## src/rtl/icache_ctrl_pkg.sv

```systemverilog
// Shared constants and encodings for the instruction-cache controller:
// cache geometry, memory bus commands and controller states.
package icache_ctrl_pkg;

   localparam int OFF_BITS     = 3;
   localparam int IDX_BITS     = 7;
   localparam int TAG_BITS     = 22;
   localparam int MEM_TAG_BITS = 4;
   localparam int LINE_BITS    = TAG_BITS + IDX_BITS;

   typedef enum logic [1:0] {
      BUS_NONE  = 2'd0,
      BUS_LOAD  = 2'd1,
      BUS_STORE = 2'd2
   } bus_cmd_t;

   typedef enum logic [1:0] {
      IDLE = 2'd0,
      REQ  = 2'd1,
      WAIT = 2'd2
   } state_t;

endpackage

```

## src/rtl/icache_ctrl.sv

```systemverilog
// Direct-mapped instruction cache controller: zero-latency hit path, a single
// outstanding tagged LOAD on a miss, and fill (with forwarding) on the matching return.
module icache_ctrl
   import icache_ctrl_pkg::*;
(
   input  logic                    clock,
   input  logic                    reset,
   input  logic                    proc2Icache_en,
   input  logic [63:0]             proc2Icache_addr,
   output logic [63:0]             Icache_data_out,
   output logic                    Icache_valid_out,
   output logic [IDX_BITS-1:0]     rd_idx,
   output logic [TAG_BITS-1:0]     rd_tag,
   input  logic [63:0]             cachemem_data,
   input  logic                    cachemem_valid,
   output logic                    wr_en,
   output logic [IDX_BITS-1:0]     wr_idx,
   output logic [TAG_BITS-1:0]     wr_tag,
   output logic [63:0]             wr_data,
   output logic [1:0]              proc2mem_command,
   output logic [63:0]             proc2mem_addr,
   input  logic [MEM_TAG_BITS-1:0] mem2proc_response,
   input  logic [63:0]             mem2proc_data,
   input  logic [MEM_TAG_BITS-1:0] mem2proc_tag,
   output logic [31:0]             miss_count,
   output logic [1:0]              fsm_state
);

   state_t                  state, state_n;
   logic [IDX_BITS-1:0]     miss_idx, miss_idx_n;
   logic [TAG_BITS-1:0]     miss_tag, miss_tag_n;
   logic [MEM_TAG_BITS-1:0] mem_tag, mem_tag_n;
   logic [31:0]             miss_count_n;
   bus_cmd_t                cmd;

   assign rd_idx           = proc2Icache_addr[OFF_BITS +: IDX_BITS];
   assign rd_tag           = proc2Icache_addr[OFF_BITS+IDX_BITS +: TAG_BITS];
   assign proc2mem_command = cmd;
   assign fsm_state        = state;

   always_comb begin
      state_n          = state;
      miss_idx_n       = miss_idx;
      miss_tag_n       = miss_tag;
      mem_tag_n        = mem_tag;
      miss_count_n     = miss_count;
      cmd              = BUS_NONE;
      proc2mem_addr    = '0;
      wr_en            = 1'b0;
      wr_idx           = '0;
      wr_tag           = '0;
      wr_data          = '0;
      Icache_valid_out = proc2Icache_en & cachemem_valid;
      Icache_data_out  = cachemem_data;

      case (state)
         IDLE: begin
            if (proc2Icache_en && !cachemem_valid) begin
               miss_idx_n    = rd_idx;
               miss_tag_n    = rd_tag;
               cmd           = BUS_LOAD;
               proc2mem_addr = {proc2Icache_addr[63:OFF_BITS], {OFF_BITS{1'b0}}};
               miss_count_n  = miss_count + 32'd1;
               if (mem2proc_response != '0) begin
                  mem_tag_n = mem2proc_response;
                  state_n   = WAIT;
               end else begin
                  state_n   = REQ;
               end
            end
         end
         // Retry uses the latched line so a redirected fetch cannot alter the request.
         REQ: begin
            cmd           = BUS_LOAD;
            proc2mem_addr = {32'b0, miss_tag, miss_idx, {OFF_BITS{1'b0}}};
            if (mem2proc_response != '0) begin
               mem_tag_n = mem2proc_response;
               state_n   = WAIT;
            end
         end
         WAIT: begin
            if (mem2proc_tag == mem_tag) begin
               wr_en   = 1'b1;
               wr_idx  = miss_idx;
               wr_tag  = miss_tag;
               wr_data = mem2proc_data;
               state_n = IDLE;
               // The array still holds the old line this cycle, so forward the return data.
               if (proc2Icache_en &&
                   proc2Icache_addr[31:OFF_BITS] == {miss_tag, miss_idx}) begin
                  Icache_valid_out = 1'b1;
                  Icache_data_out  = mem2proc_data;
               end
            end
         end
         default: state_n = IDLE;
      endcase
   end

   always_ff @(posedge clock or negedge reset) begin
      if (!reset) begin
         state      <= IDLE;
         miss_idx   <= '0;
         miss_tag   <= '0;
         mem_tag    <= '0;
         miss_count <= '0;
      end else begin
         state      <= state_n;
         miss_idx   <= miss_idx_n;
         miss_tag   <= miss_tag_n;
         mem_tag    <= mem_tag_n;
         miss_count <= miss_count_n;
      end
   end

endmodule

```

## config.mk

```make
export PLATFORM = sky130hd
export DESIGN_NAME = icache_ctrl
export DESIGN_NICKNAME = d
export VERILOG_FILES = /design/src/rtl/icache_ctrl_pkg.sv /design/src/rtl/icache_ctrl.sv
export SDC_FILE = /design/constraint.sdc
export NUM_CORES = 1
export LEC_CHECK = 0
export CORE_AREA = 2 2 193 195
export DETAILED_ROUTE_END_ITERATION = 8
export DIE_AREA = 0 0 195 197
export GPL_TIMING_DRIVEN = 1
export PLACE_DENSITY = 0.45
export SKIP_LAST_GASP = 1
export SLEW_MARGIN = 25
export SYNTH_ARGS = -nofsm -noshare
export SYNTH_HDL_FRONTEND = slang
export SYNTH_SLANG_ARGS = --single-unit
```

## constraint.sdc

```tcl
create_clock -name clock -period 3.3 [get_ports clock]
set_input_delay 0.99 -clock clock [delete_from_list [all_inputs] [get_ports clock]]
set_output_delay 0.99 -clock clock [all_outputs]
set_load 0.005 [all_outputs]
```

==> flow_metrics.tcl <==
set metrics [dict create \
    status "complete, but fails checks" \
    violations "negative setup slack" \
    hold_class "reg2reg" \
    core_area_sq_mm 0.0363 \
    finalHoldWorstSlack_ns 0.468 \
    rows 70 \
    setup_viol 157 \
    syn_to_final_growth_pct 137 \
    fin_crit_sh_pct 119 \
    cts_root_buffer "clkbuf_16" \
    tightest_slew_ns 0.687 \
    io_buffers 484 \
    dpl_cell_area_sq_mm 0.0110 \
    yosys_warnings 0 \
    fin_crit_ns 3.92 \
    rsz0062_at_grt "yes" \
    maxSlewViolCount 0 \
    arrival_ns 2.93 \
    cp.required_ns 2.31 \
    path_clk_slew_ns 0.06 \
    ant_nets 0 \
    nets 1326 \
    seqCellArea_sq_mm 0.00168 \
    multiInputGateArea_sq_mm 0.00357 \
    final_common_cell "clkdlybuf4s50_1" \
    seq_area_frac_synth_pct 32.1 \
    r2r-start "fsm_state[1]$_DFFE_PN0P_" \
    worstSetupPathType "in2out" \
    synth-seq-cells 67 \
    drcViolationCount 0 \
    powerDensity_mw_per_mm2 415 \
    cp-end-kind "output port" \
    grt_pass1_wl_microns 44400 \
    cts.sinks 67 \
    hp-start "miss_count[31]$_DFFE_PN0P_" \
    worst_slack_ns -0.619 \
    antenna_found_initial 11 \
    synth.avg_cell_area_sq_um 9.82 \
    wl_per_cell_microns 20.3 \
    ys_types 28 \
    grt-ovfl-total 0 \
    finClkSkew_ns 0.00533 \
    die-area_sq_mm 0.0384 \
    place_inst 1508 \
    vias 6172 \
    maxSlewHeadroom_pct 54.2 \
    via_per_inst 3.85 \
    first_pass_iters 4 \
    h-tree-depth 3 \
    max_freq_ghz 0.255 \
    die_h_microns 197 \
    grt_max_degree 68 \
    gp_congestion 0.808 \
    dp_hpwl_microns 25500 \
    hold_violations 0 \
    drive_above_1_share_pct 46.0 \
    syn-cell-area_sq_mm 0.00522 \
    drtIter0Drc 127 \
    clockBufferDepth 2 \
    final_cell_mix "227 x clkdlybuf4s50_1, 103 x and2_1, 95 x buf_4" \
    drv_cap 0 \
    cp-start-kind "input port" \
    worstSkewPairLatency_ns 0.34 \
    netlist_instances 532 \
    cts_hold_buf 0 \
    grt_pass1_vias 6316 \
    r2r_slack_ns 0.75 \
    numCtsBuffers 9 \
    setup-tns-final_ns -53.86 \
    power_leakage_nw 6.66 \
    final_cells 1603 \
    totalPowerFinal_w 0.00513 \
    fillers 3800 \
    vdd_ir_drop_max_mv 0.314 \
    grtUsageTotal_pct 15.8 \
    io_pins 492 \
    crit_start "proc2Icache_addr[7]" \
    initial_core_util_pct 14.4 \
    tritoncts "built" \
    design_area_sq_mm 0.0124 \
    routed_wl_microns 32600 \
    worstPathMaxFanout 7 \
    die_x_microns 195 \
]
report_power, final:
group | switching [W] | internal, W
clock network | 0.000381 | 0.000675
logic | 0.000941 | 0.00179
registers | 0.000276 | 0.00106
total | 0.00160 | 0.00353
metal layers:
layer / global-route usage (%) / part of all wire (%) / up-vias
met1: 16.2 / 36 / 2911
met3: 5.44 / 7.5 / 37
met4: 6.11 / 3.1 / 2
met2: 29.6 / 53 / 240
met5: 0 / 0.040 / -
li1: - / - / 2982
worst max-delay path, cell delays in order:
cell       delay, ns
buf_2           0.13
xnor2_2         0.16
nand4_1         0.19
nor4_2          0.29
buf_4           0.16
nand3_4         0.06
buf_12          0.15
buf_12          0.13
buf_6           0.11
clkbuf_16       0.15
mux2_4          0.29
clkbuf_2        0.11
cell families after synthesis:
family | synth area share (%)
xor gates and xnor gates | 10.7
DFF | 32.1
muxes | 20.7
adders and majority gates | 0.240
and+or+nand+nor | 23.1
buffers and inverters | 7.64
AOI/OAI and AO/OA | 5.39
other | 0.0718
area by class of cell:
class                   count  area share [%]
diodes                     10           0.203
clock buffers              10            1.93
clock inverters             5           0.628
inverters                   6           0.182
multi-input cells         397            28.9
flip-flops and latches     67            13.6
well taps                 468            4.74
repair buffers            640            49.9
per-stage QoR:
step / util [%] / worst slack [ns]
after CTS: 33.3 / -0.875
after global placement: 30.5 / -1.51
after detailed placement: 30.5 / -1.57
final: 34.1 / -0.619
after global routing: 34.1 / -0.707
after floorplan: - / 0.0532
cells in the mapped netlist:
library cell | number | area, sq um
nor4_1 | 4 | 25.0
nor3b_1 | 2 | 15.0
a22o_1 | 31 | 272
inv_1 | 6 | 22.5
xor2_1 | 16 | 140
nand2_1 | 18 | 67.6
ha_1 | 1 | 12.5
or2_2 | 1 | 6.26
nand3_1 | 5 | 25.0
nand4_1 | 15 | 93.8
conb_1 | 1 | 3.75
nand3_2 | 2 | 20.0
a32o_1 | 1 | 10.0
xnor2_1 | 48 | 420
buf_4 | 33 | 248
nor4_2 | 1 | 12.5
nor2b_1 | 1 | 6.26
mux2_2 | 96 | 1080
and3_1 | 3 | 18.8
dfrtp_1 | 67 | 1680
nor3_1 | 10 | 50.1
or4_1 | 1 | 7.51
nor4b_4 | 1 | 23.8
buf_2 | 7 | 35.0
nor2_1 | 8 | 30.0
clkbuf_1 | 25 | 93.8
and2_1 | 126 | 788
and4_1 | 2 | 17.5
worst paths after layout:
kind | endpoint | cells after the start
worst max-delay path | Icache_data_out[31] | 12
worst min register to register | miss_count[31]$_DFFE_PN0P_ | 1
max in group asynchronous | miss_tag[6]$_DFFE_PN0P_ | 1
worst max register to register | miss_count[23]$_DFFE_PN0P_ | 10
min in group asynchronous | mem_tag[2]$_DFFE_PN0P_ | 1
worst min-delay path | miss_count[31]$_DFFE_PN0P_ | 1
registers in the layout, summed over array words and instances (netlist names):
name and cells:
miss_count 32, fsm_state 2, miss_idx 7, miss_tag 22, mem_tag 4
what timing repair did:
action / CTS / global route
setup buffers: 37 / 24
pin swaps: 45 / 23
resized for setup: 562 / 306
setup endpoints to repair: 221 / 221
cloned: 11 / 8
Note: power is estimated with default switching activity, not from simulation.
